### config.mk
export PLATFORM = sky130hd
export DESIGN_NAME = uart_rx_frame_ctrl
export DESIGN_NICKNAME = d
export VERILOG_FILES = /design/src/rtl/uart_rx_frame_ctrl.sv
export SDC_FILE = /design/constraint.sdc
export NUM_CORES = 1
export LEC_CHECK = 0
export BUFFER_PORTS_ARGS = -buffer_cell sky130_fd_sc_hd__buf_2
export CAP_MARGIN = 10
export CORE_MARGIN = 5
export CORE_UTILIZATION = 62
export DETAILED_ROUTE_END_ITERATION = 10
export GPL_ROUTABILITY_DRIVEN = 0
export PLACE_DENSITY_LB_ADDON = 0.12
export REMOVE_ABC_BUFFERS = 1
export SYNTH_ARGS = -nofsm -noshare
export SYNTH_HDL_FRONTEND = slang
export SYNTH_SLANG_ARGS = --single-unit
### constraint.sdc
create_clock -name clk -period 4.5 [get_ports clk]
set_clock_uncertainty 0.2 [all_clocks]
set_input_delay 0.9 -clock clk [delete_from_list [all_inputs] [get_ports clk]]
set_output_delay 0.9 -clock clk [all_outputs]
set_load 0.01 [all_outputs]
### src/rtl/uart_rx_frame_ctrl.sv
// Frame controller above a uart_rx byte receiver: parses SYNC/LEN/payload/XOR frames,
// streams checksum-valid payloads on valid/ready, and resets the receiver on errors.
module uart_rx_frame_ctrl #(
    parameter int         DIV0         = 5208,
    parameter int         DIV1         = 434,
    parameter int         DIV2         = 217,
    parameter int         DIV3         = 108,
    parameter logic [7:0] SYNC         = 8'hA5,
    parameter int         MAX_LEN      = 16,
    parameter int         TIMEOUT_BITS = 20
) (
    input  logic        clk,
    input  logic        rst,
    input  logic [1:0]  baud_sel,
    input  logic        cfg_load,
    input  logic        rx_done,
    input  logic [7:0]  rx_data,
    output logic [12:0] rx_clks_per_bit,
    output logic        rx_rst,
    output logic [7:0]  pkt_data,
    output logic        pkt_valid,
    input  logic        pkt_ready,
    output logic        pkt_last,
    output logic        pkt_err,
    output logic [1:0]  err_code
);

    localparam int         AW      = (MAX_LEN > 1) ? $clog2(MAX_LEN) : 1;
    localparam int         DEPTH   = 1 << AW;
    localparam logic [7:0] MAX_L   = 8'(MAX_LEN);
    localparam logic [7:0] TO_LAST = 8'(TIMEOUT_BITS - 1);

    typedef enum logic [2:0] {
        S_IDLE, S_LEN, S_PAYLOAD, S_CHK, S_DRAIN, S_RECOVER
    } state_t;

    state_t      state, state_nxt;
    logic [7:0]  len, chk, idx, rd;
    logic [12:0] clk_cnt;
    logic [7:0]  bit_cnt;
    logic        rec_cnt;
    logic [7:0]  mem [0:DEPTH-1];
    logic        err_fire;
    logic [1:0]  err_sel;
    logic        timed, bit_end, timeout_hit, accept, enter_recover;

    function automatic logic [12:0] div_of(input logic [1:0] sel);
        case (sel)
            2'd0:    div_of = 13'(DIV0);
            2'd1:    div_of = 13'(DIV1);
            2'd2:    div_of = 13'(DIV2);
            default: div_of = 13'(DIV3);
        endcase
    endfunction

    assign timed   = (state == S_LEN) || (state == S_PAYLOAD) || (state == S_CHK);
    assign bit_end = (clk_cnt == rx_clks_per_bit - 13'd1);
    // Fires on the edge that would make bit_cnt reach TIMEOUT_BITS; a byte on that edge wins.
    assign timeout_hit   = timed && !rx_done && bit_end && (bit_cnt == TO_LAST);
    assign accept        = pkt_valid && pkt_ready;
    assign enter_recover = (state_nxt == S_RECOVER) && (state != S_RECOVER);
    assign rx_rst        = rst && (state != S_RECOVER);

    always_ff @(posedge clk) begin
        if (!rst) state <= S_IDLE;
        else      state <= state_nxt;
    end

    always_comb begin
        state_nxt = state;
        err_fire  = 1'b0;
        err_sel   = 2'b00;
        case (state)
            S_IDLE: begin
                if (cfg_load)                         state_nxt = S_RECOVER;
                else if (rx_done && rx_data == SYNC)  state_nxt = S_LEN;
            end
            S_LEN: begin
                if (rx_done) begin
                    if (rx_data == 8'd0 || rx_data > MAX_L) begin
                        state_nxt = S_RECOVER;
                        err_fire  = 1'b1;
                        err_sel   = 2'b01;
                    end else begin
                        state_nxt = S_PAYLOAD;
                    end
                end else if (timeout_hit) begin
                    state_nxt = S_RECOVER;
                    err_fire  = 1'b1;
                    err_sel   = 2'b11;
                end
            end
            S_PAYLOAD: begin
                if (rx_done) begin
                    if (idx == len - 8'd1) state_nxt = S_CHK;
                end else if (timeout_hit) begin
                    state_nxt = S_RECOVER;
                    err_fire  = 1'b1;
                    err_sel   = 2'b11;
                end
            end
            S_CHK: begin
                if (rx_done) begin
                    if (rx_data == chk) begin
                        state_nxt = S_DRAIN;
                    end else begin
                        state_nxt = S_RECOVER;
                        err_fire  = 1'b1;
                        err_sel   = 2'b10;
                    end
                end else if (timeout_hit) begin
                    state_nxt = S_RECOVER;
                    err_fire  = 1'b1;
                    err_sel   = 2'b11;
                end
            end
            S_DRAIN: begin
                // A byte arriving while draining is lost; the drain itself carries on.
                if (rx_done) begin
                    err_fire = 1'b1;
                    err_sel  = 2'b00;
                end
                if (accept && pkt_last) state_nxt = S_IDLE;
            end
            S_RECOVER: begin
                if (rec_cnt) state_nxt = S_IDLE;
            end
            default: state_nxt = S_IDLE;
        endcase
    end

    always_ff @(posedge clk) begin
        if (!rst) begin
            clk_cnt         <= 13'd0;
            bit_cnt         <= 8'd0;
            rec_cnt         <= 1'b0;
            len             <= 8'd0;
            chk             <= 8'd0;
            idx             <= 8'd0;
            rd              <= 8'd0;
            rx_clks_per_bit <= 13'(DIV0);
            pkt_valid       <= 1'b0;
            pkt_data        <= 8'd0;
            pkt_last        <= 1'b0;
            pkt_err         <= 1'b0;
            err_code        <= 2'b00;
        end else begin
            pkt_err <= err_fire;
            if (err_fire) err_code <= err_sel;

            rec_cnt <= (state == S_RECOVER) && !rec_cnt;

            if (!timed || rx_done || state_nxt != state) begin
                clk_cnt <= 13'd0;
                bit_cnt <= 8'd0;
            end else if (bit_end) begin
                clk_cnt <= 13'd0;
                bit_cnt <= bit_cnt + 8'd1;
            end else begin
                clk_cnt <= clk_cnt + 13'd1;
            end

            if (enter_recover) begin
                rx_clks_per_bit <= div_of(baud_sel);
                idx             <= 8'd0;
                rd              <= 8'd0;
            end

            case (state)
                S_LEN: begin
                    if (rx_done) begin
                        len <= rx_data;
                        chk <= rx_data;
                        idx <= 8'd0;
                    end
                end
                S_PAYLOAD: begin
                    if (rx_done) begin
                        chk <= chk ^ rx_data;
                        idx <= idx + 8'd1;
                    end
                end
                S_CHK: begin
                    if (rx_done) rd <= 8'd0;
                end
                default: ;
            endcase

            // Registered output slot: refills on the accepting edge for 1 byte/cycle.
            if (state == S_DRAIN) begin
                if ((!pkt_valid || pkt_ready) && rd < len) begin
                    pkt_valid <= 1'b1;
                    pkt_data  <= mem[rd[AW-1:0]];
                    pkt_last  <= (rd == len - 8'd1);
                    rd        <= rd + 8'd1;
                end else if (accept) begin
                    pkt_valid <= 1'b0;
                end
            end else begin
                pkt_valid <= 1'b0;
            end
        end
    end

    always_ff @(posedge clk) begin
        if (state == S_PAYLOAD && rx_done) mem[idx[AW-1:0]] <= rx_data;
    end

endmodule

---- Word-level counts from Yosys, hierarchy flattened ----
Memory sizes are Yosys's and may differ from the RTL's. A register that Yosys moved wholly into a read port is not among the register bits.
Index checks and enable logic that the tools add are counted.
word-level totals
  register bits ........................... 75
  RAM bits ................................ 128
  memories kept ........................... 1
cells by class
  add/subtract/negate cells ............... 6
  magnitude comparators ................... 2
  eq/ne operators ......................... 18
  mux-type cells .......................... 44
  bitwise logic cells ..................... 2
  reduce and logical (&&, ||, !) cells .... 33
memories
  name  words  width  rd ports  clocked after memory_dff  write ports  line  RTL
  mem   16     8      1         1                         1            42    logic [7:0] mem [0:DEPTH-1];
operator list
  operator               number
  $mux 8                 10
  $pmux 13 s3            1
  $pmux 8 s2             2
  $mux 3                 10
  $add 8x1->8 const B    3
  $eq 8x8->1             3
  $pmux 3 s6             1
  $add 13x1->13 const B  1
  $eq 13x13->1           1
  $mux 1                 13
  $sub 13x1->13 const B  1
  $logic_and 1x1->1      11
  $mux 2                 5
  $eq 3x3->1 const B     3
  $eq 8x5->1 const B     1
  $eq 8x8->1 const B     1
  $gt 8x5->1 const B     1
  $logic_not 8->1        1
  $lt 8x8->1             1
  $sub 8x1->8 const B    1
  $xor 8x8->8            1
  $eq 3x2->1 const B     2
  $logic_or 1x1->1       6
  $pmux 2 s3             1
  other kinds (16)       24

---- Longest topological paths before layout ----
  depth in word-level cells ............... 16
  depth in mapped cells ................... 14
  gate-level depth less buffers ........... 11

---- Worst setup path after synthesis ----
No wires, ideal clock.
  path kind ............................... input-to-reg
  from .................................... in rx_done
  to ...................................... reg idx[3]
  arrival ................................. 2.917 ns
  data required time ...................... 4.231 ns
  slack ................................... 1.314 ns
  stages .................................. 11
  buffers on the path ..................... 2
  cell sequence ........................... buf_4 > inv_1 > nor4_1 > a21boi_0 > a2111oi_0 > a211oi_2 > o31a_1 > buf_6 > nor3b_4 > o21ai_1 > o21ai_1
on the way
  cells in the longest elaborated chain, start to end .. 12
  elaborated cells between the ends (all ways) .. 18
  those cells by class .................... eq/ne: 1; mux: 11; reduce/logical: 6
ends and longest elaborated chain
  what                            line         RTL
  start, declared                 16           input logic rx_done,
  $logic_not 1->1                 59           assign timeout_hit = timed && !rx_done && bit_end && (bit_cnt == TO_LAST);
  $logic_and 1x1->1 (3 in a row)  59
  $mux 3                          87, 96, 111
  $mux 3 (on tied branches)       103, 79, 94
  $pmux 3 s6                      73           case (state)
  $eq 3x3->1                      61           assign enter_recover = (state_nxt == S_RECOVER) && (state != S_RECOVER);
  $logic_and 1x1->1               61
  $mux 8                          163          if (enter_recover) begin
  $mux 8 (on tied branches)       178, 171
  $pmux 8 s2 (*)                  169          case (state)
  end signal, assigned            180          idx <= idx + 8'd1;
  end, declared                   38           logic [7:0] len, chk, idx, rd;
Mark *: on every way between the ends. The rest lies on a longest branch, timed or not.
A chain may end at the register's enable or synchronous reset.

---- Worst setup path in the final report ----
  from .................................... reg rx_clks_per_bit[8]
  to ...................................... reg rd[4]
on the way
  cells in the longest elaborated chain, start to end .. 14
  elaborated cells between the ends (all ways) .. 16
  those cells by class .................... add/sub: 1; eq/ne: 2; mux: 10; reduce/logical: 3
ends and longest elaborated chain
  what                                line         RTL
  start, declared                     18           output logic [12:0] rx_clks_per_bit,
  start signal, assigned              141          rx_clks_per_bit <= 13'(DIV0);
  start signal, assigned              164          rx_clks_per_bit <= div_of(baud_sel);
  $sub 13x1->13 (*)                   57           assign bit_end = (clk_cnt == rx_clks_per_bit - 13'd1);
  $eq 13x13->1 (*)                    57
  $logic_and 1x1->1 (*) (2 in a row)  59
  $mux 3 (*)                          87, 96, 111
  $mux 3 (on tied branches)           103, 79, 94
  $pmux 3 s6 (*)                      73
  $eq 3x3->1 (*)                      61
  $logic_and 1x1->1 (*)               61
  $mux 8 (*)                          163
  $mux 8                              184          if (rx_done) rd <= 8'd0;
  $mux 8 (*)                          169
  $mux 8                              191          if ((!pkt_valid || pkt_ready) && rd < len) begin
  $mux 8 (*)                          190          if (state == S_DRAIN) begin
  end signal, assigned                195          rd <= rd + 8'd1;
  end, declared                       38
Marked as above.

==> results by group <==
Cells and area
  – Area occupied by multi-input gates: 3980 um2
  – Layout cells sized above 1: ~18%
  – Register area: approximately 5400 um2
  – Area growth syn-to-layout: 11.5%
  – FILL cells: approximately 1.0k
  – Fin nets: ~840
  – ANT cells: 0

Power
  – Peak supply drop: 0.302 mV
  – Combinational group share of total power: 8.5%
  – Part of the power in registers: between 40% and 50%
  – Total power: around 4300 uW
  – Internal power: 3360 uW
  – NetSw: a little under 1000 uW
  – Switching Share: between 20% and 30%
  – Power Density: between 400 and 500 nW/um2
  – Clk pwr share: between 40% and 50%
  – Leak: around 0.0037 uW

Drt
  – Routed wire length: between 20000 and 25000 um
  – Via count: about 6.3k
  – Vias per std cell: 6.08
  – Routed len/inst: around 20 um
  – 1st-pass router iterations: 4
  – Iteration-0 DRC Markers: 437
  – Antenna-violating nets left: 0
  – Post-route DRC: 0

Timing
  – Final min period: between 3 and 4 ns
  – Fin. Hold Viols: 0
  – Worst Max-Slew Pin Slew: approximately 0.8 ns
  – Peak Freq: 274 MHz
  – Final period utilization: around four fifths
  – Setup violators final: 0
  – Final count of pins violating max slew: 0
  – RSZ-0062 raised after global routing: false
  – Fin Setup TNS: 0 ns
  – Max transition margin: a little under half

Synth
  – Mapped Cells: between 700 and 800
  – Simple-gate share of the synthesized area: 13.6%
  – Xor/xnor share of the synthesized area: 5.48%
  – Mapped cell area: a little under 10000 um2
  – EDFF count, synth: about 130
  – Multiplexer share of the synthesized area: roughly a tenth
  – Synthesized area per cell: between 10 and 15 um2
  – Largest cells by area after synthesis: edfxtp_1 (40%), dfxtp_1 (16%), mux4_2 (9.3%)
  – Flops & latches, synth: 206
  – Synth Warn #: 0
  – Cell taking the most area after synthesis: edfxtp_1
  – Synth top area share: 39.7%
  – Synth unique cells: 74
  – Sequential area share after synthesis: 55.9%
  – Synth Area in Compound Gates: roughly 8.6%
  – Largest family of logic cells by synthesized area: simple AND/OR/NAND/NOR gates
  – Post-synthesis adder-cell area fraction: around 2.8%
  – Predominant post-synthesis flop cell: edfxtp_1
  – FFs w/ async S/R, synth: 0%

Placed design
  – IO Port Bufs: 39
  – Post-DP HPWL: 13500 um

Setup path
  – Worst Setup Start Kind: register
  – Crit Path Category: reg -> reg
  – Worst Setup SP: rx_clks_per_bit[8]
  – CP Capture Type: register
  – Cells on worst reg2reg path: 10
  – WP data required: between 4 and 5 ns
  – Worst reg2reg endpoint: rd[4]
  – R2R setup slack: 0.86 ns
  – Max Fanout on Critical Path: 17
  – RR Startpoint: rx_clks_per_bit[8]
  – Critical path arrival: 3.82 ns

Hold path
  – Worst min path class: reg -> reg
  – Hold Path End: clk_cnt[0]
  – Min-delay src: clk_cnt[0]
  – Hold Path Depth: 1

CTS
  – Clock Root Buffer: clkbuf_16
  – Post-CTS Setup Bufs: 0
  – Clk buf depth: 3
  – TritonCTS clock tree: yes
  – Hold Buf Count CTS: 0
  – Clock-pin slew on the worst setup and hold paths: around 0.060 ns
  – Post_cts resized: 0
  – CTS H-tree depth: 1
  – Latest clock arrival within the worst-skew pair: around 0.5 ns
  – Clock Sinks: between 200 and 250
  – CTS buffer count: 23

Global routing
  – Met2 Track Usage GR: around 41%
  – Pin count of the biggest net entering global routing: 56
  – GR Overflow Total: 0
  – First-pass GRT wire length: 33800 um
  – Met3 Track Usage GR: 3.09%
  – Vias in the first global route: about 6.2k
  – GR peak layer: met2
  – Global Route met1 Usage: between 30% and 40%
  – GRT Util Overall: a little under a quarter
  – Initial antenna violation count: 0

Floorplanning
  – Core ar.: between 15000 and 20000 um2
  – Initial Utilization: between 60% and 70%
  – Die ar.: approximately 18000 um2
  – Row cnt: 45
  – Die width: 135 um
  – Die height: 135 um
  – # IOs: 42

Status
  – Status: finished clean

Job
  – Max cap viols: 0
## metrics by stage
step / cell area [um2] / cells / util (%) / hold WS (ns) / setup slack [ns]
floorplan: 9470 / 728 / - / 0.248 / 0.674
global placement: 10000 / 988 / 65.6 / 0.272 / 0.678
detailed placement: 10000 / 988 / 65.6 / 0.299 / 0.486
CTS: 10800 / 1029 / 70.7 / 0.309 / 0.888
global route: 10800 / 1029 / 70.7 / 0.336 / 0.639
finish: 10800 / 1029 / 70.7 / 0.302 / 0.856
## cell type report
class                           instances  area share, %
Sequential cell                       206           50.1
Multi-Input combinational cell        497           36.8
Clock buffer                           31           5.98
Timing Repair Buffer                   49           2.50
Tap cell                              211           2.45
Clock inverter                         10           1.26
Inverter                               25          0.870
## worst max-delay path, stage by stage, from the launching register on
cell	delay [ns]
dfxtp_1	0.38
inv_1	0.09
ha_1	0.25
nor3b_1	0.36
nand3_1	0.15
a2111oi_2	0.43
and4_4	0.30
and3_4	0.19
o31a_1	0.63
nor3_4	0.17
a221o_1	0.38
## cells in the final DEF, fill, tap and decap left out, types with 8 or more instances in the layout
master,count
a21boi_0,24
a21oi_1,10
and2_1,16
and3_1,22
buf_2,39
buf_4,10
clkbuf_16,23
dfxtp_1,77
edfxtp_1,128
ha_1,22
inv_1,25
mux2i_1,10
mux4_2,40
nand2_1,69
nand3_1,27
nor2_1,48
nor2b_1,16
nor3_1,8
o211ai_1,10
o21ai_0,24
xnor2_1,26
xor2_1,32
## how the worst max path moves through the flow
stage,endpoint,slack [ns],cells past startpoint
CTS,rd[4],0.89,10
finish,rd[4],0.86,10
global placement,rd[0],0.68,9
global route,rd[3],0.64,10
floorplan,rd[2],0.67,10
detailed placement,rd[0],0.49,9
## synth_stat cells (all sizes together) (12+ instances only)
cell and count:
edfxtp 128, dfxtp 78, nand2 69, nor2 49, mux4 40, xor2 32
o21ai 31, nand3 27, clkbuf 26, xnor2 26, inv 25, a21boi 24
and3 23, ha 22, buf 17, and2 16, nor2b 16, nor3 12
## routing by layer
metal / share of wire, % / vias up
li1: - / 2913
met1: 43 / 3117
met2: 49 / 187
met3: 5.4 / 35
met4: 2.2 / 0
met5: 0 / -
## sequential cells by signal (all words and copies together) (netlist names)
name             flops
idx                  8
rx_clks_per_bit      8
pkt_err              1
pkt_last             1
err_code             2
rec_cnt              1
rd                   8
clk_cnt             13
len                  8
chk                  8
state                3
bit_cnt              8
mem                128
pkt_valid            1
pkt_data             8
## kinds of logic (layout without fill, tap and decap cells)
| kind of cell | count (synthesis) | after routing |
|---|---|---|
| and+or+nand+nor | 247 | 247 |
| DFF | 206 | 206 |
| AOI/OAI and AO/OA | 116 | 116 |
| buffers and inverters | 68 | 115 |
| xor gates and xnor gates | 59 | 59 |
| muxes | 51 | 51 |
| adders and majority gates | 22 | 22 |
| other | 1 | 2 |
## power by group through the flow
stage               Combinational, uW  Sequential [uW]  Clock [uW]
finish                            368             2060        1910
global route                      404             2070        2030
CTS                               368             2060        1940
detailed placement                365             2100           0
global placement                  353             2100           0
floorplan                         231             2120           0
Note: power is estimated with default switching activity, not from simulation.
